$ cat config.mk
export PLATFORM = sky130hd
export DESIGN_NAME = bin2bcd_serial
export DESIGN_NICKNAME = d
export VERILOG_FILES = /design/src/rtl/bin2bcd_serial.sv
export SDC_FILE = /design/constraint.sdc
export NUM_CORES = 1
export LEC_CHECK = 0
export ABC_AREA = 1
export CORE_ASPECT_RATIO = 2
export CORE_UTILIZATION = 35
export CTS_BUF_LIST = sky130_fd_sc_hd__clkbuf_2
export DETAILED_ROUTE_END_ITERATION = 10
export PLACE_DENSITY = 0.59
export RECOVER_POWER = 25
export SYNTH_ARGS = -nofsm -noshare
export SYNTH_HDL_FRONTEND = slang
export SYNTH_SLANG_ARGS = --single-unit
$ cat constraint.sdc
create_clock -name clk -period 1.7 [get_ports clk]
set_input_delay 0.255 -clock clk [delete_from_list [all_inputs] [get_ports clk]]
set_output_delay 0.255 -clock clk [all_outputs]
set_load 0.01 [all_outputs]
$ cat src/rtl/bin2bcd_serial.sv
// Serial binary-to-BCD converter using the shift-and-add-3 (double dabble)
// algorithm, one bit per clock. A conversion takes exactly WIDTH SHIFT
// cycles; the (DIGITS+1)-th scratch digit exists only to detect overflow.
//
// Handshake: a transfer happens on a rising edge where valid and ready are
// both 1. Input side: in_ready is 1 only in IDLE, and bin is captured on that
// edge. Output side: out_valid is 1 only in DONE, and bcd/ovf stay stable
// until out_ready is seen. Inputs are ignored in every other state, and no
// value is buffered.
module bin2bcd_serial #(
    parameter int WIDTH  = 10,
    parameter int DIGITS = 3
) (
    input  logic                  clk,
    input  logic                  rst,
    input  logic                  in_valid,
    output logic                  in_ready,
    input  logic [WIDTH-1:0]      bin,
    output logic                  out_valid,
    input  logic                  out_ready,
    output logic [4*DIGITS-1:0]   bcd,
    output logic                  ovf,
    output logic [1:0]            o_dbg_state
);

    localparam int SW = 4 * (DIGITS + 1);   // scratch width incl. overflow digit
    localparam int CW = $clog2(WIDTH + 1);  // step counter width

    typedef enum logic [1:0] {
        IDLE  = 2'd0,
        SHIFT = 2'd1,
        DONE  = 2'd2
    } state_t;

    state_t                r_state;
    state_t                w_next_state;
    logic [WIDTH-1:0]      r_shift;
    logic [SW-1:0]         r_scratch;
    logic [CW-1:0]         r_cnt;
    logic [4*DIGITS-1:0]   r_bcd;
    logic                  r_ovf;

    logic [SW-1:0]         w_adj;
    logic [SW+WIDTH-1:0]   w_step;
    logic                  w_last;

    // Add-3 correction: every scratch digit >= 5 is bumped before the shift
    always_comb begin
        w_adj = r_scratch;
        for (int d = 0; d < DIGITS + 1; d++) begin
            if (r_scratch[4*d +: 4] >= 4'd5) begin
                w_adj[4*d +: 4] = r_scratch[4*d +: 4] + 4'd3;
            end
        end
    end

    // One double-dabble step: {scratch, shift} shifted left by one bit
    assign w_step = {w_adj[SW-2:0], r_shift, 1'b0};

    // Counter holds the number of steps still to do; 1 means this is the last
    assign w_last = (r_cnt == CW'(1));

    // State register
    always_ff @(posedge clk) begin
        if (rst) begin
            r_state <= IDLE;
        end else begin
            r_state <= w_next_state;
        end
    end

    // Next-state logic
    always_comb begin
        w_next_state = r_state;
        unique case (r_state)
            IDLE:    if (in_valid)  w_next_state = SHIFT;
            SHIFT:   if (w_last)    w_next_state = DONE;
            DONE:    if (out_ready) w_next_state = IDLE;
            default:                w_next_state = IDLE;
        endcase
    end

    // Datapath: capture, shift steps, and result registration on DONE entry
    always_ff @(posedge clk) begin
        if (rst) begin
            r_shift   <= '0;
            r_scratch <= '0;
            r_cnt     <= '0;
            r_bcd     <= '0;
            r_ovf     <= 1'b0;
        end else begin
            unique case (r_state)
                IDLE: begin
                    if (in_valid) begin
                        r_shift   <= bin;
                        r_scratch <= '0;
                        r_cnt     <= CW'(WIDTH);
                    end
                end
                SHIFT: begin
                    r_scratch <= w_step[SW+WIDTH-1:WIDTH];
                    r_shift   <= w_step[WIDTH-1:0];
                    r_cnt     <= r_cnt - CW'(1);
                    if (w_last) begin
                        r_bcd <= w_step[WIDTH+4*DIGITS-1:WIDTH];
                        r_ovf <= |w_step[SW+WIDTH-1:WIDTH+4*DIGITS];
                    end
                end
                default: begin
                end
            endcase
        end
    end

    assign in_ready    = (r_state == IDLE);
    assign out_valid   = (r_state == DONE);
    assign bcd         = r_bcd;
    assign ovf         = r_ovf;
    assign o_dbg_state = r_state;

endmodule

==> Implementation_results.wiki <==
{| class="wikitable"
! Metric !! Value
|-
| Status || complete, but fails checks
|-
| Violated checks || DRC
|-
| First-pass iteration count of the detailed router || 9
|-
| Fraction of layout cells with a size suffix above 1 || 6.63%
|-
| Number of setup violations in the final report || 0
|-
| Height of the chip || 114 um
|-
| Data required time at the worst endpoint || 1.44 ns
|-
| Fin Setup TNS || 0 ns
|-
| ANT nets after route || 0
|-
| Data arrival time of the critical path || 1.35 ns
|-
| Filler-free cell count of the finished design || 410
|-
| Dominant cell by count in the synthesized netlist || sky130_fd_sc_hd__nand2_1
|-
| # hold bufs at CTS || 0
|-
| Full die area || 6600 um2
|-
| CTS max path bufs || 2
|-
| Grt total ovfl || 0
|-
| Synth top cells by count || sky130_fd_sc_hd__nand2_1 (102), sky130_fd_sc_hd__dfxtp_1 (45), sky130_fd_sc_hd__a21oi_1 (38), sky130_fd_sc_hd__inv_1 (30), sky130_fd_sc_hd__nand3_1 (26)
|-
| Routed length on met2 || 2.53 mm
|-
| Clock-pin slew reported for the worst setup and hold paths after clock tree synthesis || 0.20 ns
|-
| Cell type with the largest total area after synthesis || sky130_fd_sc_hd__dfxtp_1
|-
| Total placed cells including tap cells || 402
|-
| # H-tree levels || 2
|-
| Slew @ Worst Pin || 0.508 ns
|-
| CTS Buf Count || 5
|-
| Length of routed met3 wiring || 151 um
|-
| Number of max-slew violations in the final report || 0
|-
| Pwr dens || 696 nW/um2
|-
| Layout Cell Area excl Fill || 2590 um2
|-
| Synthesized Nets || 337
|-
| Routed vias/inst || 5.01
|-
| Worst path slowest cell || sky130_fd_sc_hd__clkdlybuf4s50_1
|-
| Root buf cell || sky130_fd_sc_hd__clkbuf_2
|-
| Top sig layer || met4
|-
| MaxCap Viol Count || 0
|-
| Synthesis warning total || 0
|-
| Total half-perimeter wirelength after legalization and detailed placement || 3.39 mm
|-
| Placer Congestion || 0.803
|-
| Static leakage power || 1.10 nW
|-
| Startpoint Class || register
|-
| Via total after detailed routing || 2,056
|-
| Antenna violations before repair || 0
|-
| Peak fanout along the critical path || 4
|-
| Cells after synthesis || 313
|-
| Sequence of cells on the critical path || clkdlybuf4s50_1
|-
| Routed length on met1 || 1.99 mm
|-
| Synthesized flop and latch total || 45
|-
| Final layout net count || 371
|-
| Proportion of netlist area held by the largest area contributor || 41.1%
|-
| Async set or reset register ratio after synthesis || 0%
|-
| Global-route wire length before repair || 8.28 mm
|-
| Worst slew margin relative to its limit || 66.1%
|-
| Total number of placement rows || 40
|-
| Detailed Route WL || 4.71 mm
|-
| EDFF count, synth || 0
|-
| Final critical path time including I/O delays and setup || 1.60 ns
|-
| Starting DRC count in detailed routing || 84
|-
| Type of the worst setup path || register to primary output
|-
| Largest net degree at the start of global routing || 27
|-
| Area delta synth->final || 18.3%
|-
| Number of remaining DRC errors || 2
|-
| Family of cells with the greatest summed delay on the critical path || buffers and inverters
|-
| Effective utilization at floorplan || 36.5%
|-
| Hold Fails Final Rpt || 0
|-
| Path category of the worst min-delay check || input pin to register
|-
| Buf+Inv Stages, Crit Path || 1
|-
| Worst supply voltage drop on vdd || 0.369 mV
|-
| Post-synth design cell area || 2190 um2
|-
| Number of antenna diodes || 0
|-
| Worst clock skew on the final layout || 0.00979 ns
|-
| Setup repair after global routing missed its margin || no
|-
| TritonCTS sink count || 45
|-
| Die width || 57.9 um
|-
| Post-route worst hold slack || 0.380 ns
|-
| GR Util All Layers || 16.1%
|-
| Top area cells in the synthesized netlist || sky130_fd_sc_hd__dfxtp_1 (41%), sky130_fd_sc_hd__nand2_1 (17%), sky130_fd_sc_hd__a21oi_1 (8.7%)
|-
| Clock tree from TritonCTS || built
|-
| IO Count || 31
|-
| Part of the Yosys area used for sequential elements || 41.1%
|-
| Count of unique library cells instantiated by Yosys || 22
|-
| Mean area per synthesized cell || 7.00 um2
|-
| Share of the clock period used by the worst path || 94.2%
|-
| Maximum single-stage delay on the critical path || 0.53 ns
|-
| Core ar. || 6010 um2
|-
| Primary flip-flop cell chosen by synthesis mapping || sky130_fd_sc_hd__dfxtp_1
|-
| Worst-skew pair later-pin latency || 0.41 ns
|-
| Buffers added on ports || 30
|-
| Peak clock frequency supported by timing || 0.625 GHz
|-
| Routed wirelength normalized by instance count || 11.5 um
|-
| Element type at the critical path end || primary output
|-
| Via count of the first global-routing pass || 1,931
|-
| Area after detailed placement || 2550 um2
|}
[cells by family after synthesis]
family                     count (synthesis)  synth area share [%]
AOI/OAI and AO/OA                         63                  14.9
and+or+nand+nor                          150                  28.7
buffers and inverters                     45                  9.54
adders and majority gates                 10                  5.71
DFF                                       45                  41.1
[layout by cell type, fill, tap and decap left out, drive strengths merged]
master and instances:
a211oi 1, a21oi 38, a31oi 4, buf 5
clkbuf 9, clkdlybuf4s50 28, clkinv 2, dfxtp 45
dlygate4sd2 2, ha 10, inv 33, nand2 103
nand3 27, nand4 3, nor2 16, o21ai 20
or2 1
[power by group]
group          internal (mW)  switching [mW]  total [mW]
clock                 0.0959           0.328       0.424
combinational          0.111           0.149       0.260
sequential              1.09          0.0241        1.12
[through the flow]
step | setup WS (ns) | utilization [%] | total power [mW]
after global placement | 0.228 | 42.5 | 1.41
after detailed placement | 0.205 | 42.5 | 1.41
after global routing | 0.00430 | 43.1 | 1.90
after floorplan | 0.404 | - | 1.31
after CTS | 0.0351 | 43.3 | 1.85
final | 0.0988 | 43.1 | 1.80
[worst paths after layout]
path                    end           start  slack, ns  cells past startpoint
max          o_dbg_state[1]  o_dbg_state[1]        0.1                      1
min              r_shift[0]          bin[0]       0.38                      3
max reg2reg             ovf  o_dbg_state[1]       0.14                      8
min reg2reg   r_scratch[13]   r_scratch[13]       0.48                      2
[sequential cells by signal (all words and copies together) (netlist names)]
name and count:
ovf 1, o_dbg_state 2, r_shift 10, r_scratch 16, bcd 12, r_cnt 4
[routing by layer]
| metal | GRT usage (%) | vias up |
|---|---|---|
| li1 | - | 1077 |
| met1 | 17.3 | 934 |
| met2 | 29.2 | 43 |
| met3 | 3.06 | 2 |
| met4 | 7.30 | 0 |
| met5 | 0 | - |
[timing repair]
item                                    CTS  global route
endpoints found under the setup margin    4             6
buffers inserted                          1             0
gates resized for setup                   5             2
[tightest hold or removal path: cells and delay by family]
kind | cells | cell delay, ns
buffers and inverters | 1 | 0.40
AOI/OAI and AO/OA | 1 | 0.05
and+or+nand+nor | 1 | 0.06
[layout make-up]
| type | instances | area (um2) |
|---|---|---|
| clock buffers | 6 | 30.0 |
| clock inverters | 1 | 3.75 |
| fillers | 631 | 3410 |
| inverters | 34 | 129 |
| multi-input cells | 223 | 1080 |
| flip-flops and latches | 45 | 908 |
| well taps | 63 | 78.8 |
| repair buffers | 38 | 360 |
No activity file was read; power rests on OpenSTA's default activity.
